$ cat config.mk
export PLATFORM = sky130hd
export DESIGN_NAME = change_dispenser
export DESIGN_NICKNAME = d
export VERILOG_FILES = /design/src/rtl/change_dispenser.sv
export SDC_FILE = /design/constraint.sdc
export NUM_CORES = 1
export LEC_CHECK = 0
export BUFFER_PORTS_ARGS = -buffer_cell sky130_fd_sc_hd__clkbuf_2
export CORE_MARGIN = 5
export CORE_UTILIZATION = 40
export CTS_BUF_LIST = sky130_fd_sc_hd__clkbuf_2 sky130_fd_sc_hd__clkbuf_4 sky130_fd_sc_hd__clkbuf_8
export DETAILED_ROUTE_END_ITERATION = 16
export GPL_TIMING_DRIVEN = 0
export MAX_ROUTING_LAYER = met4
export PLACE_DENSITY = 0.7
export SLEW_MARGIN = 20
export SYNTH_ARGS = -nofsm -noshare
export SYNTH_HDL_FRONTEND = slang
export SYNTH_SLANG_ARGS = --single-unit
$ cat constraint.sdc
create_clock -name clock -period 3.9 [get_ports clock]
set_input_delay 0.78 -clock clock [delete_from_list [all_inputs] [get_ports clock]]
set_output_delay 0.78 -clock clock [all_outputs]
set_load 0.02 [all_outputs]
$ cat src/rtl/change_dispenser.sv
// Pays out a captured change amount as a greedy quarter/dime/nickel sequence over a valid/ready handshake.
// Optional running coin tallies are enabled by defining CHANGE_DISP_TALLY_EN.
module change_dispenser #(
    parameter int WIDTH   = 8,
    parameter int QUARTER = 25,
    parameter int DIME    = 10,
    parameter int NICKEL  = 5
) (
    input  logic             clock,
    input  logic             reset,
    input  logic [WIDTH-1:0] balance,
    input  logic             change,
    output logic             coin_valid,
    output logic [2:0]       coin_out,
    input  logic             coin_ready,
    output logic             busy,
    output logic             done,
    output logic             err_rem
`ifdef CHANGE_DISP_TALLY_EN
    ,
    output logic [7:0]       tally_q,
    output logic [7:0]       tally_d,
    output logic [7:0]       tally_n
`endif
);

    localparam logic [WIDTH-1:0] Q_V = WIDTH'(QUARTER);
    localparam logic [WIDTH-1:0] D_V = WIDTH'(DIME);
    localparam logic [WIDTH-1:0] N_V = WIDTH'(NICKEL);

    localparam logic [2:0] COIN_Q = 3'b100;
    localparam logic [2:0] COIN_D = 3'b010;
    localparam logic [2:0] COIN_N = 3'b001;

    typedef enum logic [1:0] {IDLE, PAY, DONE} state_t;

    state_t           state;
    logic [WIDTH-1:0] rem;
    logic             change_d;
    logic [WIDTH-1:0] coin_val;
    logic [WIDTH-1:0] rem_next;
    logic             accept;

    function automatic logic [2:0] pick(input logic [WIDTH-1:0] amt);
        if (amt >= Q_V)      return COIN_Q;
        else if (amt >= D_V) return COIN_D;
        else if (amt >= N_V) return COIN_N;
        else                 return 3'b000;
    endfunction

    always_comb begin
        coin_val = '0;
        case (coin_out)
            COIN_Q:  coin_val = Q_V;
            COIN_D:  coin_val = D_V;
            COIN_N:  coin_val = N_V;
            default: coin_val = '0;
        endcase
    end

    // rem never underflows: the presented coin was chosen by a >= compare against rem.
    assign rem_next = rem - coin_val;
    assign accept   = coin_valid && coin_ready;

    always_ff @(posedge clock) begin
        if (!reset) begin
            state      <= IDLE;
            rem        <= '0;
            change_d   <= 1'b0;
            coin_valid <= 1'b0;
            coin_out   <= 3'b000;
            busy       <= 1'b0;
            done       <= 1'b0;
            err_rem    <= 1'b0;
        end else begin
            change_d <= change;
            case (state)
                IDLE: begin
                    if (change && !change_d) begin
                        rem     <= balance;
                        err_rem <= (balance % N_V) != '0;
                        busy    <= 1'b1;
                        if (balance < N_V) begin
                            state <= DONE;
                            done  <= 1'b1;
                        end else begin
                            state      <= PAY;
                            coin_valid <= 1'b1;
                            coin_out   <= pick(balance);
                        end
                    end
                end
                PAY: begin
                    if (accept) begin
                        rem <= rem_next;
                        if (rem_next < N_V) begin
                            state      <= DONE;
                            coin_valid <= 1'b0;
                            coin_out   <= 3'b000;
                            done       <= 1'b1;
                        end else begin
                            coin_out <= pick(rem_next);
                        end
                    end
                end
                DONE: begin
                    done  <= 1'b0;
                    busy  <= 1'b0;
                    state <= IDLE;
                end
                default: state <= IDLE;
            endcase
        end
    end

`ifdef CHANGE_DISP_TALLY_EN
    // Lifetime counters: cleared only by reset, saturating rather than wrapping.
    always_ff @(posedge clock) begin
        if (!reset) begin
            tally_q <= '0;
            tally_d <= '0;
            tally_n <= '0;
        end else if (accept) begin
            if (coin_out == COIN_Q && tally_q != 8'hFF) tally_q <= tally_q + 8'd1;
            if (coin_out == COIN_D && tally_d != 8'hFF) tally_d <= tally_d + 8'd1;
            if (coin_out == COIN_N && tally_n != 8'hFF) tally_n <= tally_n + 8'd1;
        end
    end
`endif

endmodule

After elaboration in Yosys (flattened, before gate mapping) --
Index checks and enable logic that the tools add are counted.
Word-level totals: register bits 18, input bits 12
Cells by class: $add $sub $neg 1, divide/modulo/power cells 1, magnitude comparators 8, eq/ne operators 10, muxes and demuxes 32, reductions and logical operators 15
Operators with widths (count):
- 3-bit two-way mux | 6
- 8-bit by 3-bit greater-or-equal comparator with 1-bit output, second input constant | 2
- 8-bit by 4-bit greater-or-equal comparator with 1-bit output, second input constant | 2
- 8-bit by 5-bit greater-or-equal comparator with 1-bit output, second input constant | 2
- 8-bit by 3-bit less-than comparator with 1-bit output, second input constant | 2
- 8-bit two-way mux | 2
- 8-bit one-hot mux with 2 select lines | 1
- 5-bit one-hot mux with 3 select lines | 1
- 2-bit two-way mux | 6
- 1-bit two-way mux | 11
- 2-bit inequality test, second input constant | 5
- 5-bit AND reduction | 2
- 8-bit by 3-bit modulo with 8-bit output, second input constant | 1
- 8-bit nonzero test | 1
- 8-bit subtractor | 1
- 3-bit one-hot mux with 2 select lines | 1
- 3-bit AND reduction | 2
- 1-bit one-hot mux with 2 select lines | 2
- 2-bit one-hot mux with 2 select lines | 1
- 2-bit AND reduction | 2
- 4-bit AND reduction | 1
- 2-bit nonzero test | 2
- 3-bit by 1-bit equality test with 1-bit output, second input constant | 1
- 3-bit by 2-bit equality test with 1-bit output, second input constant | 1
- 8 further kinds | 9

Logic depth before layout (Yosys ltp) --
word-level depth 10, gate-level depth with buffers 13, depth with buffers taken out 13

Least setup slack after synthesis --
No wires, ideal clock.
path type in2reg, start point in balance[6], end point reg err_rem, arrival time 2.916 ns, path slack 0.910 ns, cell stages on the path 12, cells stage by stage clkbuf_1 > buf_2 > nand2_1 > o22ai_1 > nand2_1 > a31o_2 > ha_1 > or4b_1 > o21ai_0 > nor4_1 > a21o_1 > a31oi_1
On the way: cells in the longest elaborated chain, start to end 2
RTL lines:
- start: declaration | RTL line 11 | input logic [WIDTH-1:0] balance,
- 8-bit by 3-bit modulo with 8-bit output | RTL line 81 | err_rem <= (balance % N_V) != '0;
- 8-bit nonzero test | RTL line 81
- end signal: assignment | RTL line 74 | err_rem <= 1'b0;
- end signal: assignment | RTL line 81
- end: declaration | RTL line 18 | output logic err_rem
No other way between the ends. A chain may end at the register's enable or synchronous reset.

Worst setup path after layout --
start point reg coin_out[2], end point reg state[1]
On the way: cells in the longest elaborated chain, start to end 6, elaborated cells on any way between the ends 8, those cells by class add/sub: 1; order compare: 1; eq/ne: 4; mux: 1; reduce/logical: 1
RTL lines:
- start: declaration | RTL line 14 | output logic [2:0] coin_out,
- start signal: assignment | RTL line 89 | coin_out <= pick(balance);
- start signal: assignment | RTL line 102 | coin_out <= pick(rem_next);
- 3-bit by 1-bit equality test with 1-bit output (tied with other cells) | RTL line 53 | case (coin_out)
- 5-bit one-hot mux with 3 select lines (*) | RTL line 53
- 8-bit subtractor (*) | RTL line 62 | assign rem_next = rem - coin_val;
- 8-bit by 3-bit less-than comparator with 1-bit output (*) | RTL line 96 | if (rem_next < N_V) begin
- 2-bit inequality test (no source line) (*)
- 3-bit AND reduction (no source line) (*)
- end signal: assignment | RTL line 67 | state <= IDLE;
- end signal: assignment | RTL line 97 | state <= DONE;
- end signal: assignment | RTL line 109 | state <= IDLE;
- end: declaration | RTL line 37 | state_t state;
Every way passes the cells marked *; elsewhere a longest branch is shown, timed or not.

==> impl_metrics.yaml <==
outcome:
  outcome: "completed"
setup_path:
  arrival_ps: 3280
  crit_type: "reg -> reg"
  crit-reg2reg-launch: "coin_out[2]"
  worstPathRequired_ps: 4070
  path_max_fanout: 6
  cp-start-kind: "register"
  endpoint_kind: "register"
  r2r_end: "state[1]"
  ff2ff_path_depth: 12
  rrSetupSlack_ps: 790
clocking:
  cts_tree: "yes"
  cts_sinks: 18
  postCtsResizedCells: 0
  postCtsSetupBuffers: 0
  clkTransAtPathRegs_ps: 80
  ctsHoldBuffers: 0
  clkLatencyLatePin_ps: 260
  root_buffer: "clkbuf_8"
  htree_levels: 1
  cts_buffers: 3
  clockBufferDepth: 2
timing:
  relSlewSlack_pct: 63.5
  fin_crit_ps: 3110
  rsz0062_at_grt: "no"
  timing.final.ws_setup_ps: 792
  hold_viol_final: 0
  finalCritPeriodShare_pct: 79.7
  drv_slew: 0
  fmax_mhz: 322
  fin_skew_ps: 5.63
  tightestPinTransition_ps: 546
  tns_ps: 0
  setup_viol: 0
floorplan:
  die_h_um: 74.6
  core_area_mm2: 0.00403
  rows: 23
  start_util_pct: 41.4
  die_x_um: 74.6
  top_level_ports: 19
  die-area_mm2: 0.00556
route:
  vias_per_cell: 5.85
  route.vias.total: 1738
  wl_per_cell_um: 14.0
  routed_wl_um: 4160
  dr.pass1.iters: 5
  ant_nets: 0
  drt_iter0_drc: 138
  drc_errors: 0
place:
  numPortBuffers: 14
  post_dp_cell_area_mm2: 0.00180
  dp_hpwl_um: 3150
  gp_congestion: 0.870
  place_ws_ps: 698
synth:
  avgSynthCellArea_um2: 7.29
  synthCells: 229
  synthFlopType: "dfxtp_1"
  synth-warning-count: 0
  async_flop_share_pct: 0
  netlist_area_mm2: 0.00167
  ys_seq_area_share_pct: 21.6
  synth_edf_count: 0
  synth.ff_latch_count: 18
  syn-num-nets: 249
  yosysUniqueCellTypes: 55
run:
  cap_viol_max_count: 0
global_routing:
  grt_max_degree: 11
  grt_pass1_wl_um: 7270
  track_usage_pct: 17.1
  antenna_found_initial: 0
  grt_pass1_vias: 1601
  grt_overflow_total: 0
power_and_ir_drop:
  p_leak_nw: 0.748
  peakVddDrop_mv: 0.126
  power.density_mw_per_mm2: 353
  totalPowerFinal_mw: 0.655
worst_hold_path:
  hold_class: "reg -> reg"
  holdPathStages: 2
  hold_end: "rem[0]"
  hp-start: "rem[0]"
layout:
  fin_area_mm2: 0.00186
  area_delta_synth_final_pct: 11.2
  n_antenna_cell: 0
  drive_above_1_share_pct: 14.6
  nets: 268
[cell families after synthesis]
group                    count (synthesis)  share of synthesized area [%]
AND/OR/NAND/NOR                        103                           33.4
AO/OA/AOI/OAI                           68                           27.4
buffers and inverters                   23                           6.15
flip-flops                              18                           21.6
adder cells (fa/ha/maj)                  8                           6.45
XOR/XNOR                                 7                           3.67
multiplexers                             2                           1.27
[flip-flops by register name, indices dropped and copies added, names as in the netlist]
signal / flops
rem: 8
coin_out: 3
coin_valid: 1
done: 1
busy: 1
change_d: 1
state: 2
err_rem: 1
[synth_stat cells (all sizes together) (5+ instances only)]
library cell | instances | area (µm²)
o22ai | 7 | 43.8
dfxtp | 18 | 360
a211oi | 7 | 57.6
clkbuf | 7 | 26.3
ha | 7 | 87.6
nor3 | 9 | 45.0
o21ai | 15 | 75.1
buf | 8 | 46.3
a21oi | 11 | 55.1
nor3b | 7 | 52.6
nand2b | 9 | 56.3
xor2 | 5 | 43.8
and3 | 5 | 31.3
nand2 | 17 | 63.8
nor2 | 26 | 100
nor2b | 5 | 31.3
nand3 | 5 | 25.0
a31oi | 6 | 37.5
inv | 8 | 30.0
[final cells by class]
type | instances | area (µm²)
plain buffers | 15 | 72.6
clock buffers | 4 | 55.1
fillers | 426 | 2170
inverters | 8 | 30.0
multi-input cells | 188 | 1210
flip-flops and latches | 18 | 360
well taps | 50 | 62.6
repair buffers | 14 | 70.1
[worst max path at each step]
stage                startpoint       end  slack, ps  depth (start not counted)
finish              coin_out[2]  state[1]        790                         12
global route        coin_out[2]  state[1]        550                         12
CTS                 coin_out[0]  state[1]        850                         13
detailed placement   balance[6]   err_rem        700                         12
global placement     balance[3]   err_rem        680                         12
floorplan            balance[6]   err_rem        910                         12
[report_power, final]
| group | internal (mW) | total (mW) | switching (mW) | leakage (nW) |
|---|---|---|---|---|
| Sequential | 0.199 | 0.213 | 0.0136 | 0.148 |
| Clock | 0.0900 | 0.161 | 0.0706 | 0.0288 |
| Combinational | 0.116 | 0.282 | 0.165 | 0.571 |
| Total | 0.406 | 0.655 | 0.250 | 0.748 |
[layer usage]
metal	track usage [%]	part of all wire [%]
met1	22.4	48
met2	26.5	46
met3	1.89	4.4
met4	7.31	2.0
met5	-	0
[critical path, cell delays in order, from the launching register on]
cell and delay [ps]:
dfxtp_1 430, or3b_2 180, nand2_1 60, ha_1 210, fa_1 400, nand2b_1 160
a21boi_0 290, nor2_1 90, xnor2_1 180, or3_1 480, nand3b_1 200, o22ai_1 110
nor4b_1 220
[placed cells by master (no fill, tap or decap), drive strengths merged, types with 3 or more instances in the layout]
cell / instances
nor4: 4
nor2: 26
nor2b: 5
nor3b: 7
nand3: 5
nand3b: 3
nand2b: 9
a21oi: 11
ha: 7
inv: 8
o21ai: 15
and3: 5
nand2: 17
buf: 8
a211oi: 7
o22ai: 7
nor3: 9
dfxtp: 18
clkbuf: 25
xor2: 5
a31oi: 6
a311oi: 3
[per-stage QoR]
step | instances | hold WS, ps | util, %
2_1_floorplan | 229 | 446 | -
3_3_place_gp | 293 | 482 | 44.7
3_5_place_dp | 293 | 483 | 44.7
4_1_cts | 297 | 498 | 46.1
5_1_grt | 297 | 520 | 46.1
6_report | 297 | 500 | 46.1
Note: power is estimated with default switching activity, not from simulation.
